==> src/rtl/ami_wsplit.sv <==
// rtl/ami_wsplit.sv - AXI write engine splitting one command into boundary-safe INCR bursts
module ami_wsplit #(
  parameter int AXI_DW   = 128,
  parameter int AXI_AW   = 32,
  parameter int AXI_IW   = 8,
  parameter int AXI_LW   = 8,
  parameter int CMD_LW   = 16,
  parameter int MAX_BLEN = 16,
  parameter int AMI_OD   = 4,
  parameter int BOUNDARY = 4096
) (
  input  logic                ACLK,
  input  logic                ARESETn,
  input  logic [AXI_IW-1:0]   cmd_id,
  input  logic [AXI_AW-1:0]   cmd_addr,
  input  logic [CMD_LW-1:0]   cmd_beats,
  input  logic                cmd_valid,
  output logic                cmd_ready,
  input  logic [AXI_DW-1:0]   usr_wdata,
  input  logic [AXI_DW/8-1:0] usr_wstrb,
  input  logic                usr_wvalid,
  output logic                usr_wready,
  output logic [1:0]          done_resp,
  output logic                done_valid,
  input  logic                done_ready,
  output logic                busy,
  output logic [AXI_IW-1:0]   AWID,
  output logic [AXI_AW-1:0]   AWADDR,
  output logic [AXI_LW-1:0]   AWLEN,
  output logic [2:0]          AWSIZE,
  output logic [1:0]          AWBURST,
  output logic                AWVALID,
  input  logic                AWREADY,
  output logic [AXI_DW-1:0]   WDATA,
  output logic [AXI_DW/8-1:0] WSTRB,
  output logic                WLAST,
  output logic                WVALID,
  input  logic                WREADY,
  input  logic [AXI_IW-1:0]   BID,
  input  logic [1:0]          BRESP,
  input  logic                BVALID,
  output logic                BREADY
);
  localparam int BYTES = AXI_DW / 8;
  localparam int SZ    = $clog2(BYTES);
  localparam int XW    = ((CMD_LW > AXI_AW) ? CMD_LW : AXI_AW) + AXI_LW + 2;
  localparam int OW    = $clog2(AMI_OD + 1);
  localparam int PW    = (AMI_OD > 1) ? $clog2(AMI_OD) : 1;
  localparam int BLW   = AXI_LW + 1;

  typedef enum logic [1:0] {IDLE, ISSUE, DRAIN, DONE} state_t;

  state_t            state_q, state_d;
  logic              run_q;
  logic [AXI_AW-1:0] addr_q;
  logic [CMD_LW-1:0] rem_q;
  logic [BLW-1:0]    len_q;
  logic              len_vld_q;
  logic [1:0]        worst_q;
  logic [OW-1:0]     ost_q;
  logic [BLW-1:0]    len_mem [AMI_OD];
  logic [PW-1:0]     wr_ptr, rd_ptr;
  logic [OW-1:0]     fcnt;
  logic [AXI_LW-1:0] beat_q;

  logic cmd_hs, aw_hs, w_hs, b_hs, aw_load, fifo_ne, fifo_full;
  logic [1:0]     bresp_sev;
  logic [BLW-1:0] head_len;
  logic [XW-1:0]  rem_x, bnd_x, max_x, len_x;
  logic           unused_bid;

  assign unused_bid = ^BID;
  assign AWSIZE     = 3'(SZ);
  assign AWBURST    = 2'b01;

  assign fifo_ne    = (fcnt != '0);
  assign fifo_full  = (fcnt == OW'(AMI_OD));
  assign head_len   = len_mem[rd_ptr];
  assign WVALID     = usr_wvalid & fifo_ne;
  assign usr_wready = WREADY & fifo_ne;
  assign WDATA      = usr_wdata;
  assign WSTRB      = usr_wstrb;
  assign WLAST      = fifo_ne & ({1'b0, beat_q} == head_len - BLW'(1));

  assign cmd_hs    = cmd_valid & cmd_ready;
  assign aw_hs     = AWVALID & AWREADY;
  assign w_hs      = WVALID & WREADY;
  assign b_hs      = BVALID & BREADY;
  assign bresp_sev = (BRESP == 2'b01) ? 2'b00 : BRESP;

  // Next burst length, evaluated wide so the boundary room never wraps
  always_comb begin
    rem_x = XW'(rem_q);
    max_x = XW'(MAX_BLEN);
    bnd_x = (XW'(BOUNDARY) - (XW'(addr_q) & XW'(BOUNDARY - 1))) >> SZ;
    len_x = rem_x;
    if (max_x < len_x) len_x = max_x;
    if (bnd_x < len_x) len_x = bnd_x;
  end

  assign aw_load = (state_q == ISSUE) & ~AWVALID & len_vld_q & (rem_q != '0) &
                   (ost_q < OW'(AMI_OD)) & ~fifo_full;

  always_ff @(posedge ACLK or negedge ARESETn) begin
    if (!ARESETn) state_q <= IDLE;
    else          state_q <= state_d;
  end

  always_comb begin
    state_d = state_q;
    case (state_q)
      IDLE:  if (cmd_hs) state_d = (cmd_beats == '0) ? DONE : ISSUE;
      ISSUE: if (aw_hs && rem_q == CMD_LW'(len_q)) state_d = DRAIN;
      DRAIN: if (rem_q == '0 && ost_q == '0 && !fifo_ne && !b_hs && !w_hs) state_d = DONE;
      DONE:  if (done_ready) state_d = IDLE;
      default: state_d = IDLE;
    endcase
  end

  always_comb begin
    cmd_ready  = (state_q == IDLE) & run_q;
    busy       = (state_q != IDLE);
    BREADY     = (state_q == ISSUE) | (state_q == DRAIN);
    done_valid = (state_q == DONE);
    done_resp  = (state_q == DONE) ? worst_q : 2'b00;
  end

  // The length is re-registered after every address change, giving AW a clean pipeline stage
  always_ff @(posedge ACLK or negedge ARESETn) begin
    if (!ARESETn) begin
      run_q     <= 1'b0;
      AWID      <= '0;
      AWADDR    <= '0;
      AWLEN     <= '0;
      AWVALID   <= 1'b0;
      addr_q    <= '0;
      rem_q     <= '0;
      len_q     <= '0;
      len_vld_q <= 1'b0;
    end else begin
      run_q <= 1'b1;
      len_q <= BLW'(len_x);
      if (cmd_hs) begin
        AWID      <= cmd_id;
        addr_q    <= cmd_addr & ~AXI_AW'(BYTES - 1);
        rem_q     <= cmd_beats;
        len_vld_q <= 1'b0;
      end else if (aw_hs) begin
        addr_q    <= addr_q + (AXI_AW'(len_q) << SZ);
        rem_q     <= rem_q - CMD_LW'(len_q);
        AWVALID   <= 1'b0;
        len_vld_q <= 1'b0;
      end else if (aw_load) begin
        AWVALID <= 1'b1;
        AWADDR  <= addr_q;
        AWLEN   <= AXI_LW'(len_q - BLW'(1));
      end else begin
        len_vld_q <= 1'b1;
      end
    end
  end

  always_ff @(posedge ACLK or negedge ARESETn) begin
    if (!ARESETn) begin
      ost_q   <= '0;
      worst_q <= 2'b00;
    end else begin
      case ({aw_hs, b_hs})
        2'b10:   ost_q <= ost_q + OW'(1);
        2'b01:   ost_q <= ost_q - OW'(1);
        default: ost_q <= ost_q;
      endcase
      if (cmd_hs) worst_q <= 2'b00;
      else if (b_hs && bresp_sev > worst_q) worst_q <= bresp_sev;
    end
  end

  // Length FIFO: one entry per accepted AW, popped by the WLAST beat
  always_ff @(posedge ACLK or negedge ARESETn) begin
    if (!ARESETn) begin
      for (int i = 0; i < AMI_OD; i++) len_mem[i] <= '0;
      wr_ptr <= '0;
      rd_ptr <= '0;
      fcnt   <= '0;
      beat_q <= '0;
    end else begin
      if (aw_hs) begin
        len_mem[wr_ptr] <= len_q;
        wr_ptr <= (wr_ptr == PW'(AMI_OD - 1)) ? '0 : wr_ptr + PW'(1);
      end
      if (w_hs && WLAST) rd_ptr <= (rd_ptr == PW'(AMI_OD - 1)) ? '0 : rd_ptr + PW'(1);
      case ({aw_hs, w_hs && WLAST})
        2'b10:   fcnt <= fcnt + OW'(1);
        2'b01:   fcnt <= fcnt - OW'(1);
        default: fcnt <= fcnt;
      endcase
      if (w_hs) beat_q <= WLAST ? '0 : beat_q + AXI_LW'(1);
    end
  end
endmodule

==> config.mk <==
export PLATFORM = sky130hd
export DESIGN_NAME = ami_wsplit
export DESIGN_NICKNAME = d
export VERILOG_FILES = /design/src/rtl/ami_wsplit.sv
export SDC_FILE = /design/constraint.sdc
export NUM_CORES = 1
export LEC_CHECK = 0
export BUFFER_PORTS_ARGS = -buffer_cell sky130_fd_sc_hd__buf_4
export CAP_MARGIN = 30
export CORE_AREA = 8 8 160 162
export DETAILED_ROUTE_END_ITERATION = 16
export DIE_AREA = 0 0 168 170
export GPL_TIMING_DRIVEN = 0
export HOLD_SLACK_MARGIN = 0.08
export PLACE_DENSITY = 0.77
export SLEW_MARGIN = 5
export SYNTH_ARGS = -nofsm -noshare
export SYNTH_HDL_FRONTEND = slang
export SYNTH_SLANG_ARGS = --single-unit
==> constraint.sdc <==
create_clock -name ACLK -period 3.8 [get_ports ACLK]
set_input_delay 0 -clock ACLK [delete_from_list [all_inputs] [get_ports ACLK]]
set_output_delay 0 -clock ACLK [all_outputs]
set_load 0.02 [all_outputs]
# Yosys cells after proc, flatten, opt, wreduce, memory -nomap -nowiden
# Index checks and enable logic that the tools add are counted.
# word_totals
regBits	166
inputBits	218
out_inout_bits	207
wordCells	135
# op_classes
addsub	12
magnitude_cmp	7
eq_ne	18
n_mux	32
bitwise	20
n_reduce_logical	26
# ops
cell	n
$mux W32	2
$mux W16	3
$lt A38 B16 Y1	1
$bwmux W36	1
$mux W9	4
$add A32 B13 Y32	1
$logic_not A16 Y1	2
$mux W2	11
$bmux W9 S2	1
$demux W9 S2	1
$eq A16 B9 Y1	1
$lt A5 B16 Y1 const A	1
$reduce_bool A16 Y1	1
$sub A16 B9 Y16	1
$sub A13 B12 Y14 const A	1
$and A1 B1 Y1	13
$eq A2 B2 Y1 const B	6
$pmux W3 S2	2
$reduce_bool A2 Y1	6
$eq A8 B9 Y1	1
$sub A9 B1 Y9 const B	1
$add A8 B1 Y8 const B	1
$eq A2 B1 Y1 const B	4
$logic_and A1 B1 Y1	8
25 further kinds	41

# Depth between registers and ports, before layout
# Gate-level depths: netlist (run 1).
# logic_depth
ltp_word	10
mapped_depth	18
depth_no_buf	16

# Worst setup path after synthesis (run 1)
# No wires, ideal clock.
# synth_path
kind	flip-flop to flip-flop
startpoint	register rd_ptr[0]
endpoint	register fcnt[2]
setup_ns	0.079
t_arrival_ns	4.021
required_ns	3.721
slack_ns	-0.300
path_stages_with_launch	17
path_buffers	3
period_less_slack_ns	4.100
cell_sequence	dfrtp_1 buf_6 mux4_2 or3_1 buf_6 or3b_1 nand3_2 o211ai_4 a2111oi_4 and2_1 buf_6 ha_1 inv_1 fa_1 xor2_1 nor2_1 xor2_1
# synth_between
elab_chain_len	10
word_cells_on_any_way	12
classes_between	add/sub: 1; eq/ne: 3; mux: 4; bitwise: 2; reduce/logical: 2
# synth_lines
item	line	text
from (decl)	62	logic [PW-1:0] wr_ptr, rd_ptr;
from (signal assigned)	191	if (w_hs && WLAST) rd_ptr <= (rd_ptr == PW'(AMI_OD - 1)) ? '0 : rd_ptr + PW'(1);
$not A2 Y3 (implied by the code) (*)	78	assign head_len = len_mem[rd_ptr];
$bmux W9 S2 (*)	78	
$mux W9 (implied by the code) (*) (2 in series)	78	
$sub A9 B1 Y9 (*)	83	assign WLAST = fifo_ne & ({1'b0, beat_q} == head_len - BLW'(1));
$eq A8 B9 Y1 (*)	83	
$and A1 B1 Y1 (*)	83	
named net WLAST	36	output logic WLAST,
$logic_and A1 B1 Y1 (*)	192	case ({aw_hs, w_hs && WLAST})
$eq A2 B1 Y1 / $eq A2 B2 Y1 (equally long branches)	192	
$pmux W3 S2 / $reduce_bool A2 Y1 (equally long branches)	--	
to (signal assigned)	193	2'b10: fcnt <= fcnt + OW'(1);
to (signal assigned)	194	2'b01: fcnt <= fcnt - OW'(1);
to (signal assigned)	195	default: fcnt <= fcnt;
to (decl)	63	logic [OW-1:0] fcnt;
# Mark *: on every way through the listed nets, which the timed path passes. The rest lies on a longest branch. The select of a mux whose other input is x is not followed.
# A chain may end at the register's enable or synchronous reset.

# Final worst setup path (run 1)
# layout_path
startpoint	register rd_ptr[0]
endpoint	register fcnt[2]
# layout_between
elab_chain_len	10
word_cells_on_any_way	12
classes_between	add/sub: 1; eq/ne: 3; mux: 4; bitwise: 2; reduce/logical: 2
# layout_lines
item	line
$not A2 Y3 (implied by the code) (*)	78
$bmux W9 S2 (*)	78
$mux W9 (implied by the code) (*) (2 in series)	78
$sub A9 B1 Y9 (*)	83
$eq A8 B9 Y1 (*)	83
$and A1 B1 Y1 (*)	83
$logic_and A1 B1 Y1 (*)	192
$eq A2 B1 Y1 / $eq A2 B2 Y1 (equally long branches)	192
$pmux W3 S2 / $reduce_bool A2 Y1 (equally long branches)	--
# Every way passes the cells marked *; elsewhere a longest branch is shown, timed or not. The select of a mux whose other input is x is not followed.

==> out/summary.txt, run 1 <==
post-synth cell types: 58
Initial Util: 43.0%
Worst Path Max Fanout: 7
DRC: 0
status: finished clean
die width: 168 µm
share of post-route cells with drive strength above 1: 36.0%
number of flops mapped to enable cells by yosys: 0
Place WS: -0.262 ns
Final Skew: 0.0117 ns
Placer Congestion: 0.964
Layout Cells excl Fill: 1724
Rel. slew slack: 47.4%
number of buffers inserted by port buffering: 259
CTS Buf Count: 17
synth warn: 0
Clock Tree Buf Depth: 2
unrepaired setup endpoints after global routing: yes
Max stage delay on crit path: 0.65 ns
first-pass GRT wire length: 49800 µm
CP startpoint kind: flip-flop
antenna viol nets, final: 0
fin worst setup slack: 0.0314 ns
GR Util All Layers: 21.8%
vias: 8838
Worst Path Buf+Inv: 2
Max VDD drop: 0.000492 V
async set-reset flop share out of synthesis: 100%
vias per cell: 5.13
largest net degree at the start of global routing: 91
minimum clock period: 3.77 ns
DRT iter0 DRCs: 467
CTS clk-pin slew, worst paths: 0.07 ns
Required @ worst endpoint: 4.11 ns
Post-Syn Instances: 1065
first drt pass iteration count: 5
fillers: 1915
vias in the first global route: 9260
crit-path most repeated cell: xor2_1
Worst Tran Pin Value: 0.784 ns
Worst Hold Class: in2async
WL final: 32500 µm
Cells after DPL: 1627
syn_area_per_cell: 9.31 µm²
critical path type: reg2reg
number of synthesized register bits: 158
initial antenna violation count: 3
pwr dens: 722 mW/mm²
synth-to-layout area growth: 37.3%
CTS tree: built
Slew Viols, Final: 0
top_reg_cell synth: dfrtp_1
row count: 56
cell family with most CP delay: simple AND/OR/NAND/NOR gates
endpoints failing setup: 0
HPWL after detailed placement: 24900 µm
Leak Pwr: 6.54 nW
H-tree lvl count: 4
Worst-Skew Late Latency: 0.43 ns
cell area after synthesis: 0.00991 mm²
Die Y: 170 µm
final layout net count: 1686
Tcrit/Tclk final: 99.2%
# IOs: 425
CP max-delay cell: mux4_1
FMAX: 265 MHz
Core ar.: 0.0231 mm²
root buf cell: clkbuf_16
max-cap violations: 0
full die area: 0.0286 mm²
Worst EP arrival: 4.08 ns
Fin. Hold Viols: 0
register area share after synthesis: 39.9%
drt wl/cell: 18.8 µm
CTS Sinks: 158
CP endpoint kind: flip-flop
GRT overflow: 0
CP Cell Sequence: mux4_1 -> or3_4 -> or3b_4 -> nand3_2 -> o211ai_4 -> a2111oi_4 -> and2_1 -> buf_6 -> ha_4 -> inv_2 -> fa_2 -> xor2_1 -> nor2_1 -> xor2_1
==> cells in the mapped netlist (all sizes together), types with 2 or more instances <==
cell | instances | area share, %
inv | 48 | 1.8
or4 | 4 | 0.30
o21ai | 98 | 4.9
a211o | 2 | 0.18
nor2b | 15 | 0.95
conb | 2 | 0.076
and4 | 2 | 0.18
o21a | 4 | 0.30
nor4b | 2 | 0.18
nand3 | 24 | 1.3
mux4 | 11 | 2.7
and3 | 10 | 0.63
fa | 4 | 0.81
or2 | 3 | 0.19
a21o | 3 | 0.23
buf | 166 | 12
or3 | 13 | 0.85
nor3b | 4 | 0.30
nand2b | 3 | 0.19
a31oi | 9 | 0.57
nand2 | 153 | 5.8
xor2 | 17 | 1.5
and2 | 9 | 0.57
mux2i | 13 | 1.3
o211ai | 2 | 0.29
clkbuf | 27 | 1.1
dfrtp | 158 | 40
a21oi | 33 | 1.7
xnor2 | 41 | 3.6
a211oi | 7 | 0.58
a2111oi | 3 | 0.58
a21boi | 4 | 0.30
ha | 45 | 5.7
nor4 | 12 | 0.76
nand3b | 4 | 0.30
nor3 | 23 | 1.2
mux2 | 26 | 3.0
nor2 | 48 | 1.8
nand4 | 5 | 0.32
==> path summary, 6_finish.rpt <==
check | from | end | slack [ns] | depth (start not counted)
max | rd_ptr[0] | fcnt[2] | 0.03 | 14
min | ARESETn | beat_q[5] | 0.1 | 2
max reg2reg | rd_ptr[0] | fcnt[2] | 0.03 | 14
min reg2reg | len_mem[35] | len_mem[35] | 0.47 | 2
max in group asynchronous | ARESETn | rem_q[4] | 2.86 | 3
min in group ACLK | WREADY | beat_q[1] | 0.11 | 5
==> placed cells by master (no fill, tap or decap), drive strengths merged, types with 10 or more instances in the layout <==
cell | netlist | routed
dlygate4sd3 | 0 | 57
xor2 | 17 | 17
nand3 | 24 | 24
o21ai | 98 | 98
nor2 | 48 | 48
nor2b | 15 | 15
xnor2 | 41 | 41
mux4 | 11 | 11
conb | 2 | 14
dfrtp | 158 | 158
buf | 166 | 432
clkbuf | 27 | 44
mux2 | 26 | 26
nor4 | 12 | 12
mux2i | 13 | 13
a21oi | 33 | 33
nor3 | 23 | 23
nand2 | 153 | 153
and3 | 10 | 10
inv | 48 | 56
or3 | 13 | 13
ha | 45 | 45
==> state kept, by name, indices dropped and copies added (netlist names) <==
register / flops
len_mem: 36
AWADDR: 28
addr_q: 28
rem_q: 16
len_q: 9
AWID: 8
AWLEN: 8
beat_q: 8
fcnt: 3
ost_q: 3
rd_ptr: 2
state_q: 2
worst_q: 2
wr_ptr: 2
AWVALID: 1
len_vld_q: 1
run_q: 1
==> timing repair <==
item | CTS | global route
setup endpoints to repair | 8 | 18
buffers inserted | 2 | 6
resized for setup | 6 | 14
pin swaps | 1 | 7
endpoints found under the hold margin | 217 | 0
hold buffers | 57 | 0
cloned | 0 | 0
==> cells by family (layout without fill, tap and decap cells) <==
logic type	Yosys count	after routing	share of synthesized area [%]
AND/OR/NAND/NOR	336	336	15.9
buffers and inverters	242	597	15.4
AO/OA/AOI/OAI	170	170	10.1
flip-flops	158	158	39.9
XOR/XNOR	58	58	5.12
multiplexers	50	50	7.07
adder cells (fa/ha/maj)	49	49	6.49
other	2	16	0.0758
==> worst register-to-register path: cells and delay by family, from the launching register on <==
| family | cells | cell delay (ns) |
|---|---|---|
| and+or+nand+nor | 5 | 1.23 |
| AOI/OAI and AO/OA | 2 | 0.43 |
| adders and majority gates | 2 | 0.47 |
| DFF | 1 | 0.43 |
| muxes | 1 | 0.65 |
| buffers and inverters | 2 | 0.17 |
| xor gates and xnor gates | 2 | 0.29 |
==> metrics by stage <==
step,power (mW),hold slack [ns],util [%],TNS [ns],cell area (µm²)
floorplan,6.35,-0.296,-,-0.125,9990
global route,10.5,0.149,59.0,-0.152,13600
detailed placement,7.91,-0.00687,53.5,-0.493,12300
CTS,9.73,0.0953,58.7,-0.0837,13500
finish,9.83,0.0994,59.0,0,13600
global placement,7.72,0.193,53.4,-0.452,12300
==> area by class of cell <==
| type | instances | area (µm²) | area share (%) |
|---|---|---|---|
| Antenna cell | 2 | 5.00 | 0.0368 |
| Buffer | 191 | 1330 | 9.80 |
| Clock buffer | 17 | 425 | 3.13 |
| Clock inverter | 15 | 153 | 1.12 |
| Inverter | 49 | 184 | 1.35 |
| Multi-Input combinational cell | 677 | 4580 | 33.6 |
| Sequential cell | 158 | 3960 | 29.1 |
| Tap cell | 290 | 363 | 2.67 |
| Timing Repair Buffer | 325 | 2610 | 19.2 |
==> report_power, final <==
| part | internal, mW | switching [mW] | leakage [nW] |
|---|---|---|---|
| Sequential | 2.43 | 0.654 | 1.96 |
| Clock | 0.926 | 0.769 | 0.277 |
| Combinational | 2.26 | 2.79 | 4.30 |
==> per-layer routing <==
layer	routed length, µm	part of all wire (%)	global-route usage (%)	up-vias
met2	16500	51	38.7	391
met3	2890	8.9	7.02	70
met5	9	0.028	0	-
met4	996	3.1	8.11	2
met1	12100	37	24.0	4221
li1	-	-	-	4154
No activity file was read; power rests on OpenSTA's default activity.
==> run 2: changes to the inputs <==
--- a/config.mk
+++ b/config.mk
@@ -7,12 +7,12 @@
 export LEC_CHECK = 0
 export BUFFER_PORTS_ARGS = -buffer_cell sky130_fd_sc_hd__buf_4
 export CAP_MARGIN = 30
-export CORE_AREA = 8 8 160 162
+export CORE_AREA = 8 8 159 161
 export DETAILED_ROUTE_END_ITERATION = 16
-export DIE_AREA = 0 0 168 170
+export DIE_AREA = 0 0 167 169
 export GPL_TIMING_DRIVEN = 0
 export HOLD_SLACK_MARGIN = 0.08
-export PLACE_DENSITY = 0.77
+export PLACE_DENSITY = 0.75
 export SLEW_MARGIN = 5
 export SYNTH_ARGS = -nofsm -noshare
 export SYNTH_HDL_FRONTEND = slang
==> constraint.sdc (replaced) <==
create_clock -name ACLK -period 4.5 [get_ports ACLK]
set_input_delay 0 -clock ACLK [delete_from_list [all_inputs] [get_ports ACLK]]
set_output_delay 0 -clock ACLK [all_outputs]
set_load 0.02 [all_outputs]
==> run 2 against run 1 <==
Compared with the run above: die area decreased by 1.2%; sequential cell count did not move; first-iteration DRC count up 6.6%; critical path type unchanged.
==> out/summary.txt, run 2 (synthesis results as in run 1) <==
unrepaired setup endpoints after global routing: no (was yes)
CTS clk-pin slew, worst paths: 0.07 ns (about the same)
Worst Tran Pin Value: 0.862 ns (was 0.784 ns)
Overall Power: 8.23 mW (was 9.83 mW)
FMAX: 233 MHz (was 265 MHz)
Required @ worst endpoint: 4.86 ns (was 4.11 ns)
highest routed metal layer: met4 (was met5)
Rel. slew slack: 42.1% (was 47.4%)
M1 WL: 12800 µm (was 12100 µm)
first drt pass iteration count: 5 (unchanged)
Slew Viols, Final: 0 (unchanged)
Tcrit/Tclk final: 95.6% (was 99.2%)
CTS Buf Count: 17 (unchanged)
DRC: 0 (unchanged)
met2 WL: 15800 µm (was 16500 µm)
Final Skew: 0.0155 ns (was 0.0117 ns)
clock network fraction of total power: 17.9% (was 17.2%)
Reg with most FFs: len_mem (unchanged)
CTS tree: built (unchanged)
fin area: 0.0135 mm² (was 0.0136 mm²)
DRT iter0 DRCs: 498 (was 467)
CTS Sinks: 158 (unchanged)
area of the multi-input gates: 0.00449 mm² (was 0.00458 mm²)
HPWL after detailed placement: 24700 µm (was 24900 µm)
Placer Congestion: 0.868 (was 0.964)
synth-to-layout area growth: 36.3% (was 37.3%)
CP max-delay cell: mux4_2 (was mux4_1)
fillers: 1947 (was 1915)
Max VDD drop: 0.000356 V (was 0.000492 V)
Top Registers: len_mem (36), AWADDR (28), addr_q (28) (unchanged)
Core ar.: 0.0229 mm² (was 0.0231 mm²)
Fin. Hold Viols: 0 (unchanged)
CP Cell Sequence: buf_6 -> mux4_2 -> or3_1 -> buf_6 -> or3b_1 -> nand3_2 -> o211ai_4 -> a2111oi_4 -> and2_1 -> buf_6 -> ha_1 -> inv_1 -> fa_1 -> xor2_1 -> nor2_1 -> xor2_1 (was mux4_1 -> or3_4 -> or3b_4 -> nand3_2 -> o211ai_4 -> a2111oi_4 -> and2_1 -> buf_6 -> ha_4 -> inv_2 -> fa_2 -> xor2_1 -> nor2_1 -> xor2_1)
status: finished clean (unchanged)
CP startpoint kind: flip-flop (unchanged)
crit-path most repeated cell: buf_6 (was xor2_1)
Max stage delay on crit path: 0.54 ns (was 0.65 ns)
endpoints failing setup: 0 (unchanged)
initial antenna violation count: 0 (was 3)
wire length on met3: 2150 µm (was 2890 µm)
CP endpoint kind: flip-flop (unchanged)
row count: 56 (unchanged)
Worst Path Max Fanout: 10 (was 7)
root buf cell: clkbuf_16 (unchanged)
pwr dens: 609 mW/mm² (was 722 mW/mm²)
Sw Share: 43.5% (was 42.9%)
Logic pwr share: 50.7% (was 51.4%)
FF/Latch Area: 0.00395 mm² (was 0.00396 mm²)
leading cell types in the layout, fill and taps excluded: buf_4 (411), dfrtp_1 (158), nand2_1 (153), o21ai_0 (97), dlygate4sd3_1 (57) (was buf_4 (419), dfrtp_1 (157), nand2_1 (153), o21ai_0 (96), dlygate4sd3_1 (57))
Clock Tree Buf Depth: 2 (unchanged)
max reg flops: 36 (unchanged)
commonest non-fill, non-tap cell in the layout: buf_4 (unchanged)
Leak Pwr: 6.54 nW (about the same)
final layout net count: 1681 (was 1686)
Initial Util: 43.3% (was 43.0%)
GRT overflow: 0 (unchanged)
drt wl/cell: 18.4 µm (was 18.8 µm)
WL final: 31600 µm (was 32500 µm)
sequential share of power: 31.3% (was 31.4%)
ant diodes: 0 (was 2)
largest net degree at the start of global routing: 114 (was 91)
die width: 167 µm (was 168 µm)
GR Util All Layers: 21.8% (about the same)
H-tree lvl count: 4 (unchanged)
antenna viol nets, final: 0 (unchanged)
max-cap violations: 0 (unchanged)
vias in the first global route: 8970 (was 9260)
Worst Path Buf+Inv: 4 (was 2)
dpl cell area: 0.0123 mm² (about the same)
Switch Pwr: 3.58 mW (was 4.21 mW)
Worst Hold Class: in2reg (was in2async)
vias: 8659 (was 8838)
internal power: 4.65 mW (was 5.62 mW)
setup_tns: 0 ns (unchanged)
full die area: 0.0282 mm² (was 0.0286 mm²)
critical path type: reg2reg (unchanged)
Die Y: 169 µm (was 170 µm)
cell family with most CP delay: simple AND/OR/NAND/NOR gates (unchanged)
# IOs: 425 (unchanged)
Worst EP arrival: 4.66 ns (was 4.08 ns)
Worst-Skew Late Latency: 0.44 ns (was 0.43 ns)
first-pass GRT wire length: 49400 µm (was 49800 µm)
vias per cell: 5.04 (was 5.13)
share of post-route cells with drive strength above 1: 34.7% (was 36.0%)
minimum clock period: 4.30 ns (was 3.77 ns)
number of buffers inserted by port buffering: 259 (unchanged)
-- run 2: changes by cell type in the layout (fill, tap and decap cells not counted), moves of 3 or more --
cell / previous run / this run
buf_4: 419 / 411
clkinv_8: 0 / 4
clkinvlp_4: 3 / 0
inv_8: 3 / 7
mux4_1: 3 / 6
mux4_2: 8 / 5
-- run 2: worst paths after layout --
kind                           start        end  slack, ns  depth (start not counted)
setup / recovery           rd_ptr[0]    fcnt[2]       0.20                         16
hold / removal                WREADY  beat_q[1]        0.1                          5
setup reg to reg           rd_ptr[0]    fcnt[2]       0.20                         16
hold reg to reg              AWID[2]    AWID[2]       0.48                          2
max in group asynchronous    ARESETn   rem_q[3]       3.80                          3
min in group asynchronous    ARESETn  beat_q[0]       0.13                          3
-- run 2: power groups by stage --
stage,registers (mW),logic [mW],clock network [mW]
after floorplan,2.67,2.67,0
final,2.58,4.18,1.48
after global routing,2.67,4.61,1.55
after detailed placement,2.59,4.11,0
after CTS,2.57,4.18,1.50
after global placement,2.56,4.00,0
-- run 2: final cells by class --
cell class	count	area share, %
buffer	193	9.91
clock buffer	17	3.15
clock inverter	15	1.32
inverter	49	1.36
multi-input combinational	677	33.3
sequential	158	29.3
tap	290	2.68
timing repair buffer	318	19.1
-- run 2: tightest hold or removal path, cell delays in order --
cell and delay (ns):
buf_4 0.08, and2_1 0.13, nand2_1 0.12, nand2_1 0.09, o21ai_0 0.07
-- run 2: per-layer routing --
layer	vias up	global-route usage [%]
met5	-	0
met4	0	7.05
met3	46	5.87
li1	4142	-
met2	320	37.2
met1	4151	26.4
-- run 2: metrics by stage --
step | worst slack [ns] | cells | utilization, % | hold slack, ns
finish | 0.199 | 1717 | 59.0 | 0.0961
global route | 0.0307 | 1717 | 59.0 | 0.137
CTS | 0.145 | 1717 | 58.9 | 0.0935
detailed placement | 0.200 | 1627 | 53.7 | -0.0758
global placement | 0.283 | 1626 | 53.5 | 0.195
floorplan | 0.400 | 1077 | - | -0.296
-- run 2: what timing repair did --
item / 4_1_cts / 5_1_grt
buffers inserted: 0 / 0
setup endpoints to repair: 0 / 1
hold endpoints to repair: 217 / 0
hold buffers: 58 / 0
resized for setup: 0 / 2
==> run 3: changes to the inputs <==
--- a/config.mk
+++ b/config.mk
@@ -6,13 +6,12 @@
 export NUM_CORES = 1
 export LEC_CHECK = 0
 export BUFFER_PORTS_ARGS = -buffer_cell sky130_fd_sc_hd__buf_4
-export CAP_MARGIN = 30
 export CORE_AREA = 8 8 159 161
 export DETAILED_ROUTE_END_ITERATION = 16
 export DIE_AREA = 0 0 167 169
 export GPL_TIMING_DRIVEN = 0
 export HOLD_SLACK_MARGIN = 0.08
-export PLACE_DENSITY = 0.75
+export PLACE_DENSITY_LB_ADDON = 0.12
 export SLEW_MARGIN = 5
 export SYNTH_ARGS = -nofsm -noshare
 export SYNTH_HDL_FRONTEND = slang
==> run 3 against run 2 <==
Compared with the run above: cell count grew 0.12%; core utilization about the same; via count decreased by 2.2%; combinational power is 2% lower; die area unchanged; worst hold slack got worse by 0.020 ns; sequential share of layout area is essentially flat; sequential cell count stayed put; critical path depth is 2 lower; sequential power hardly changed; cell area about the same; largest cell class unchanged.
==> out/summary.txt, run 3 (synthesis results as in run 1) <==
status: finished clean (unchanged)
DRC: 0 (unchanged)
Worst Hold Class: in2async (was in2reg)
Worst Tran Pin Value: 0.796 ns (was 0.862 ns)
Core ar.: 0.0229 mm² (unchanged)
full die area: 0.0282 mm² (unchanged)
H-tree lvl count: 4 (unchanged)
CTS Buf Count: 17 (unchanged)
CTS tree: built (unchanged)
max-cap violations: 0 (unchanged)
Clock Tree Buf Depth: 2 (unchanged)
drt wl/cell: 17.8 µm (was 18.4 µm)
Reg-to-Reg End: fcnt[2] (unchanged)
endpoints failing setup: 0 (unchanged)
synth-to-layout area growth: 36.3% (about the same)
antenna viol nets, final: 0 (unchanged)
vias per cell: 4.93 (was 5.04)
GRT overflow: 0 (unchanged)
Sw Share: 42.2% (was 43.5%)
Critical path origin: rd_ptr[0] (unchanged)
Final Skew: 0.0206 ns (was 0.0155 ns)
CTS clk-pin slew, worst paths: 0.07 ns (about the same)
clock network fraction of total power: 18.4% (was 17.9%)
Fin. Hold Viols: 0 (unchanged)
Util after Layout: 59.0% (about the same)
Tcrit/Tclk final: 94.0% (was 95.6%)
r2r setup slk: 0.27 ns (was 0.20 ns)
max reg flops: 36 (unchanged)
root buf cell: clkbuf_16 (unchanged)
Cells after DPL: 1627 (unchanged)
Initial Util: 43.3% (unchanged)
leading cell types in the layout, fill and taps excluded: buf_4 (414), dfrtp_1 (158), nand2_1 (153), o21ai_0 (97), dlygate4sd3_1 (57) (was buf_4 (411), dfrtp_1 (158), nand2_1 (153), o21ai_0 (97), dlygate4sd3_1 (57))
ant diodes: 0 (unchanged)
WL final: 30700 µm (was 31600 µm)
CP startpoint kind: flip-flop (unchanged)
CP endpoint kind: flip-flop (unchanged)
pwr dens: 608 mW/mm² (was 609 mW/mm²)
worst reg2reg startpoint: rd_ptr[0] (unchanged)
final layout net count: 1683 (was 1681)
HPWL after detailed placement: 23900 µm (was 24700 µm)
Placer Congestion: 0.882 (was 0.868)
vias: 8469 (was 8659)
die width: 167 µm (unchanged)
commonest non-fill, non-tap cell in the layout: buf_4 (unchanged)
largest net degree at the start of global routing: 116 (was 114)
Worst-Skew Late Latency: 0.44 ns (about the same)
Switch Pwr: 3.46 mW (was 3.58 mW)
unrepaired setup endpoints after global routing: no (unchanged)
fillers: 2026 (was 1947)
DRT iter0 DRCs: 412 (was 498)
critical path type: reg2reg (unchanged)
Leak Pwr: 6.55 nW (was 6.54 nW)
vias in the first global route: 8570 (was 8970)
first-pass GRT wire length: 47900 µm (was 49400 µm)
Max VDD drop: 0.000336 V (was 0.000356 V)
R2R depth: 14 (was 16)
Rel. slew slack: 46.5% (was 42.1%)
Reg with most FFs: len_mem (unchanged)
number of buffers inserted by port buffering: 259 (unchanged)
FF/Latch Area: 0.00395 mm² (unchanged)
GR Util All Layers: 21.2% (was 21.8%)
share of post-route cells with drive strength above 1: 34.7% (about the same)
# IOs: 425 (unchanged)
Worst Path Max Fanout: 10 (unchanged)
Top Registers: len_mem (36), AWADDR (28), addr_q (28) (unchanged)
Die Y: 169 µm (unchanged)
internal power: 4.75 mW (was 4.65 mW)
Worst EP arrival: 4.59 ns (was 4.66 ns)
sequential share of power: 31.5% (was 31.3%)
setup_tns: 0 ns (unchanged)
Required @ worst endpoint: 4.85 ns (was 4.86 ns)
Logic pwr share: 50.1% (was 50.7%)
initial antenna violation count: 0 (unchanged)
first drt pass iteration count: 5 (unchanged)
row count: 56 (unchanged)
FMAX: 236 MHz (was 233 MHz)
minimum clock period: 4.23 ns (was 4.30 ns)
Layout Cells excl Fill: 1719 (was 1717)
hold_ws: 0.0766 ns (was 0.0961 ns)
area of the multi-input gates: 0.00449 mm² (about the same)
Slew Viols, Final: 0 (unchanged)
CTS Sinks: 158 (unchanged)
-- run 3: stage by stage --
step	power, mW	setup slack [ns]	area (µm²)
after CTS	8.26	0.145	13500
after global routing	8.84	0.0405	13500
after detailed placement	6.68	0.166	12300
final	8.21	0.268	13500
after floorplan	5.33	0.400	9960
after global placement	6.57	0.252	12300
-- run 3: final cells by class --
cell class | instances | share of cell area (%)
clock buffers | 18 | 3.25
well taps | 290 | 2.69
repair buffers | 320 | 19.0
clock inverters | 14 | 1.25
flip-flops and latches | 158 | 29.3
plain buffers | 193 | 9.91
inverters | 49 | 1.36
multi-input cells | 677 | 33.2
-- run 3: worst max-delay path by stage --
stage               slack [ns]  depth (start not counted)       to
floorplan                 0.40                         16  fcnt[2]
global placement          0.25                         18  fcnt[2]
detailed placement        0.17                         18  fcnt[2]
CTS                       0.15                         18  fcnt[2]
global route              0.04                         14  fcnt[2]
finish                    0.27                         14  fcnt[2]
-- run 3: metal layers --
| metal | up-vias | share of wire [%] | GRT usage (%) |
|---|---|---|---|
| li1 | 4139 | - | - |
| met1 | 4045 | 41 | 25.0 |
| met2 | 262 | 52 | 37.8 |
| met3 | 23 | 6.5 | 6.24 |
| met4 | 0 | 1.0 | 4.35 |
| met5 | - | 0 | 0 |
-- run 3: power groups by stage --
stage               logic [mW]  registers, mW  clock network, mW
floorplan                 2.67           2.67                  0
global placement          3.99           2.58                  0
detailed placement        4.08           2.60                  0
CTS                       4.14           2.58               1.54
global route              4.58           2.67               1.58
finish                    4.11           2.59               1.51
-- run 3: what timing repair did --
| action | CTS | global route |
|---|---|---|
| endpoints found under the setup margin | 0 | 1 |
| hold buffers | 57 | 0 |
| gates resized for setup | 0 | 1 |
| setup buffers | 0 | 3 |
| hold endpoints to repair | 217 | 0 |
-- run 3: worst max-delay path: stages, from the launching register on --
cell       delay [ns]
dfrtp_1          0.45
buf_6            0.21
mux4_1           0.61
or4_1            0.63
a2111oi_2        0.40
a211oi_2         0.12
a2111oi_4        0.37
and2_1           0.20
buf_6            0.15
ha_1             0.18
inv_1            0.06
fa_1             0.37
xor2_1           0.15
nor2_1           0.11
xor2_1           0.14
